<file path="src/rtl/ex_wb_writeback.sv">
// EX/WB pipeline register, 8-entry register file with write-through read ports.
// Optional retired-write counter is built when EX_WB_RETIRE_CNT_EN is defined.
module ex_wb_writeback #(
  parameter int DATA_W = 8,
  parameter int REG_N  = 3,
  parameter int RC_W   = 16
) (
  input  logic              clk,
  input  logic              reset,
  input  logic              stall,
  input  logic              flush,
  input  logic              EX_Valid,
  input  logic              EX_RegWrite,
  input  logic              EX_SMCtrl,
  input  logic [REG_N-1:0]  EX_Write_Reg_Num,
  input  logic [DATA_W-1:0] EX_Data1,
  input  logic [DATA_W-1:0] EX_Shift_Result,
  input  logic [REG_N-1:0]  Read_Reg_Num1,
  input  logic [REG_N-1:0]  Read_Reg_Num2,
  output logic [DATA_W-1:0] Read_Data1,
  output logic [DATA_W-1:0] Read_Data2,
  output logic              EX_WB_Valid,
  output logic              EX_WB_RegWrite,
  output logic              EX_WB_SMCtrl,
  output logic [REG_N-1:0]  EX_WB_Write_Reg_Num,
  output logic [DATA_W-1:0] EX_WB_Data1,
  output logic [DATA_W-1:0] EX_WB_Shift_Result,
  output logic              EX_WB_Fwd_Valid,
  output logic [RC_W-1:0]   Retire_Count
);

  localparam int NREG = 1 << REG_N;

  logic [DATA_W-1:0] rf [NREG];
  logic [DATA_W-1:0] wb_data;
  logic              retire;

  assign wb_data         = EX_WB_SMCtrl ? EX_WB_Data1 : EX_WB_Shift_Result;
  assign EX_WB_Fwd_Valid = EX_WB_Valid & EX_WB_RegWrite;
  // A held entry still retires on a flush edge before the bubble replaces it.
  assign retire          = EX_WB_Fwd_Valid & (~stall | flush);

  // EX -> WB boundary
  always_ff @(posedge clk or posedge reset) begin
    if (reset) begin
      EX_WB_Valid         <= 1'b0;
      EX_WB_RegWrite      <= 1'b0;
      EX_WB_SMCtrl        <= 1'b0;
      EX_WB_Write_Reg_Num <= '0;
      EX_WB_Data1         <= '0;
      EX_WB_Shift_Result  <= '0;
    end else if (flush) begin
      EX_WB_Valid         <= 1'b0;
      EX_WB_RegWrite      <= 1'b0;
      EX_WB_SMCtrl        <= 1'b0;
      EX_WB_Write_Reg_Num <= '0;
      EX_WB_Data1         <= '0;
      EX_WB_Shift_Result  <= '0;
    end else if (!stall) begin
      EX_WB_Valid         <= EX_Valid;
      EX_WB_RegWrite      <= EX_RegWrite;
      EX_WB_SMCtrl        <= EX_SMCtrl;
      EX_WB_Write_Reg_Num <= EX_Write_Reg_Num;
      EX_WB_Data1         <= EX_Data1;
      EX_WB_Shift_Result  <= EX_Shift_Result;
    end
  end

  // WB -> register file boundary
  always_ff @(posedge clk or posedge reset) begin
    if (reset) begin
      for (int i = 0; i < NREG; i++) rf[i] <= '0;
    end else if (retire) begin
      rf[EX_WB_Write_Reg_Num] <= wb_data;
    end
  end

  // Write-through lets ID see a result one cycle before it lands in rf.
  assign Read_Data1 = (EX_WB_Fwd_Valid && (Read_Reg_Num1 == EX_WB_Write_Reg_Num))
                      ? wb_data : rf[Read_Reg_Num1];
  assign Read_Data2 = (EX_WB_Fwd_Valid && (Read_Reg_Num2 == EX_WB_Write_Reg_Num))
                      ? wb_data : rf[Read_Reg_Num2];

`ifdef EX_WB_RETIRE_CNT_EN
  logic [RC_W-1:0] retire_cnt;

  always_ff @(posedge clk or posedge reset) begin
    if (reset)       retire_cnt <= '0;
    else if (retire) retire_cnt <= retire_cnt + RC_W'(1);
  end

  assign Retire_Count = retire_cnt;
`else
  assign Retire_Count = '0;
`endif

endmodule

</file>
<file path="config.mk">
export PLATFORM = sky130hd
export DESIGN_NAME = ex_wb_writeback
export DESIGN_NICKNAME = d
export VERILOG_FILES = /design/src/rtl/ex_wb_writeback.sv
export SDC_FILE = /design/constraint.sdc
export NUM_CORES = 1
export LEC_CHECK = 0
export CORE_UTILIZATION = 44
export CTS_CLUSTER_SIZE = 28
export DETAILED_ROUTE_END_ITERATION = 12
export GPL_TIMING_DRIVEN = 0
export PLACE_DENSITY = 0.66
export SYNTH_ARGS = -nofsm -noshare
export SYNTH_HDL_FRONTEND = slang
export SYNTH_SLANG_ARGS = --single-unit
</file>
<file path="constraint.sdc">
create_clock -name clk -period 2.7 [get_ports clk]
set_input_delay 0.27 -clock clk [delete_from_list [all_inputs] [get_ports clk]]
set_output_delay 0.27 -clock clk [all_outputs]
set_load 0.1 [all_outputs]
</file>
==> impl_metrics.env <==
export IMPL_dpl_hpwl_mm=7.91
export IMPL_maxCapViolCount=0
export IMPL_final_max_slew_viol_count=0
export IMPL_p_per_area_mw_per_mm2=543
export IMPL_gp_congestion=0.724
export IMPL_area_growth_pct=23.3
export IMPL_cp_max_fo=7
export IMPL_power_switching_w=0.00104
export IMPL_antenna_found_initial=0
export IMPL_initialDrtViolationCount=128
export IMPL_globalRoute_totalOverflow=0
export IMPL_finalSetupViolCount=0
export IMPL_synth_distinct_cells=24
export IMPL_slew_headroom_pct=34.2
export IMPL_fin_nets=454
export IMPL_grt_pass1_vias=3077
export IMPL_die_height_um=108
export IMPL_ios=87
export IMPL_regArea_mm2=0.00216
export IMPL_p_int_w=0.00228
export IMPL_finClkSkew_ns=0.0114
export IMPL_crit_path_top_delay_cell="dfrtp_1"
export IMPL_synthCells=328
export IMPL_max_stage_delay_ns=0.37
export IMPL_fin_crit_sh_pct=94.5
export IMPL_cts_tree="built"
export IMPL_rows=38
export IMPL_clkTransAtPathRegs_ns=0.07
export IMPL_critPathCaptureType="output pin"
export IMPL_placed_area_mm2=0.00587
export IMPL_wire_per_inst_um=20.5
export IMPL_rr_startpoint="EX_WB_Write_Reg_Num[2]"
export IMPL_hold_path_class="primary input to asynchronous set/reset pin"
export IMPL_insertedDiodeCount=0
export IMPL_via_per_inst=5.41
export IMPL_r2r_end="rf[27]"
export IMPL_tightestPinTransition_ns=0.985
export IMPL_worstPathRequired_ns=2.43
export IMPL_dieArea_mm2=0.0117
export IMPL_cts_hold_buf=0
export IMPL_grt_pass1_wl_mm=18.0
export IMPL_clockBufferDepth=2
export IMPL_hold_viol_final=0
export IMPL_multi_input_area_mm2=0.00261
export IMPL_cts_buffers=9
export IMPL_fmax_ghz=0.392
export IMPL_min_period_ns=2.55
export IMPL_yosys_warnings=0
export IMPL_clockRootBuffer="clkbuf_16"
export IMPL_status="finished clean"
export IMPL_die_w_um=108
export IMPL_reg2regPathDepth=4
export IMPL_portBuffers=63
export IMPL_reg2reg_setup_slack_ns=0.55
export IMPL_worstPathArrival_ns=2.28
export IMPL_p_sw_share_pct=31.4
export IMPL_track_usage_pct=21.3
export IMPL_ant_nets=0
export IMPL_ys_seq_elements=86
export IMPL_cts_max_level=3
export IMPL_fill_cells=902
export IMPL_final_layout_size_suffix_gt1_share_pct=43.3
export IMPL_wl_mm=11.6
export IMPL_p_leak_nw=3.07
export IMPL_yosysSeqAreaShare_pct=43.3
export IMPL_critPathLaunch="EX_WB_Write_Reg_Num[1]"
export IMPL_start_util_pct=45.5
export IMPL_p_seq_share_pct=41.1
export IMPL_worstSetupPathType="flip-flop to output pin"
export IMPL_critPathLaunchType="flip-flop"
export IMPL_final_common_cell="mux2_2"
export IMPL_power_frac_clock_pct=37.9
export IMPL_synth_area_mm2=0.00497
export IMPL_most_common_layout_cells="102 x mux2_2, 83 x dfrtp_1, 47 x clkdlybuf4s50_1"
export IMPL_path_cells="clkbuf_1 > xor2_1 > nor4_4 > buf_4 > mux2_2 > buf_2"
export IMPL_holdWs_ns=0.226
export IMPL_avgSynthCellArea_um2=15.2
export IMPL_clock_sinks=86
export IMPL_drc=0
export IMPL_ir_drop_mv=0.317
export IMPL_firstDrtPassIters=4
export IMPL_post_route_util_pct=56.0
export IMPL_rsz0062_at_grt="false"
export IMPL_post_route_cell_area_mm2=0.00613
export IMPL_grt_max_degree=70
export IMPL_num_vias=3066
export IMPL_insertion_delay_ns=0.34
export IMPL_pwr_share_comb_pct=21.0
export IMPL_fin_setup_tns_ns=0
export IMPL_core_mm2=0.0109
[power by group through the flow]
stage | Clock [W] | Sequential (W) | Combinational (W)
6_report | 0.00126 | 0.00137 | 0.000697
5_1_grt | 0.00134 | 0.00137 | 0.000730
4_1_cts | 0.00129 | 0.00137 | 0.000703
3_5_place_dp | 0 | 0.00139 | 0.000707
3_3_place_gp | 0 | 0.00139 | 0.000697
2_1_floorplan | 0 | 0.00152 | 0.000411
[repair_timing]
action                                  in CTS  in global routing
gates resized for setup                     74                 10
setup buffers                                4                  0
pin swaps                                    2                  0
endpoints found under the setup margin      16                  5
gates cloned                                 0                  0
[final cells by class]
type                    instances  area share, %
clock buffers                   9           3.68
flip-flops and latches         86           35.2
multi-input cells             219           42.6
plain buffers                  36           4.25
well taps                     140           2.86
clock inverters                 7           1.29
repair buffers                 68           9.92
inverters                       2          0.184
[cell usage after synthesis]
master,n,area [um^2]
nand2_2,1,6.26
nor2_1,23,86.3
buf_12,2,40.0
and2_1,1,6.26
buf_1,1,3.75
nor4b_4,4,95.1
dfrtp_1,86,2150
mux2_2,102,1150
nor4_4,2,42.5
buf_6,3,33.8
buf_2,4,20.0
inv_1,1,3.75
clkinv_1,1,3.75
mux4_2,5,113
xor2_1,6,52.6
conb_1,1,3.75
mux4_1,27,709
clkbuf_1,10,37.5
buf_4,16,120
nor2b_1,3,18.8
nand2b_1,1,6.26
mux2_1,2,22.5
mux2i_1,22,220
nand4_1,4,25.0
[how the worst max path moves through the flow]
| stage | to | slack, ns | cells after the start |
|---|---|---|---|
| floorplan | EX_WB_RegWrite | 0.01 | 1 |
| global placement | EX_WB_Write_Reg_Num[0] | -1.41 | 2 |
| detailed placement | Read_Data1[3] | -0.88 | 5 |
| CTS | Read_Data1[3] | -0.02 | 6 |
| global route | Read_Data1[3] | 0.0009 | 6 |
| finish | Read_Data2[4] | 0.15 | 6 |
[per-stage QoR]
stage / power (W) / worst slack, ns / cells
after global placement: 0.00209 / -1.41 / 546
after detailed placement: 0.00210 / -0.881 / 547
after floorplan: 0.00193 / 0.0142 / 343
after CTS: 0.00336 / -0.0232 / 567
after global routing: 0.00345 / 0.000860 / 567
final: 0.00333 / 0.150 / 567
[critical path, delay by kind of cell (launching register included)]
family                    cells  cell delay [ns]
xor gates and xnor gates      1             0.23
and+or+nand+nor               1             0.29
buffers and inverters         3             0.69
DFF                           1             0.37
muxes                         1             0.36
[sequential cells by signal, summed over array words and instances, names as in the netlist]
name	flops
rf	64
EX_WB_Data1	8
EX_WB_Valid	1
EX_WB_RegWrite	1
EX_WB_SMCtrl	1
EX_WB_Shift_Result	8
EX_WB_Write_Reg_Num	3
[cells by family after synthesis]
group	count (synthesis)	synth area share (%)
AND/OR/NAND/NOR	39	5.76
XOR/XNOR	6	1.06
flip-flops	86	43.3
other	1	0.0754
buffers and inverters	38	5.29
multiplexers	158	44.5
[layer usage]
layer  up-vias  routed length [um]  track usage (%)
met5         -                   0                0
met4         0                  77             4.63
met3         7                 525             3.01
met2        84                5490             34.0
met1      1553                5510             30.9
li1       1422                   -                -
Power figures use the tool's default switching activity.
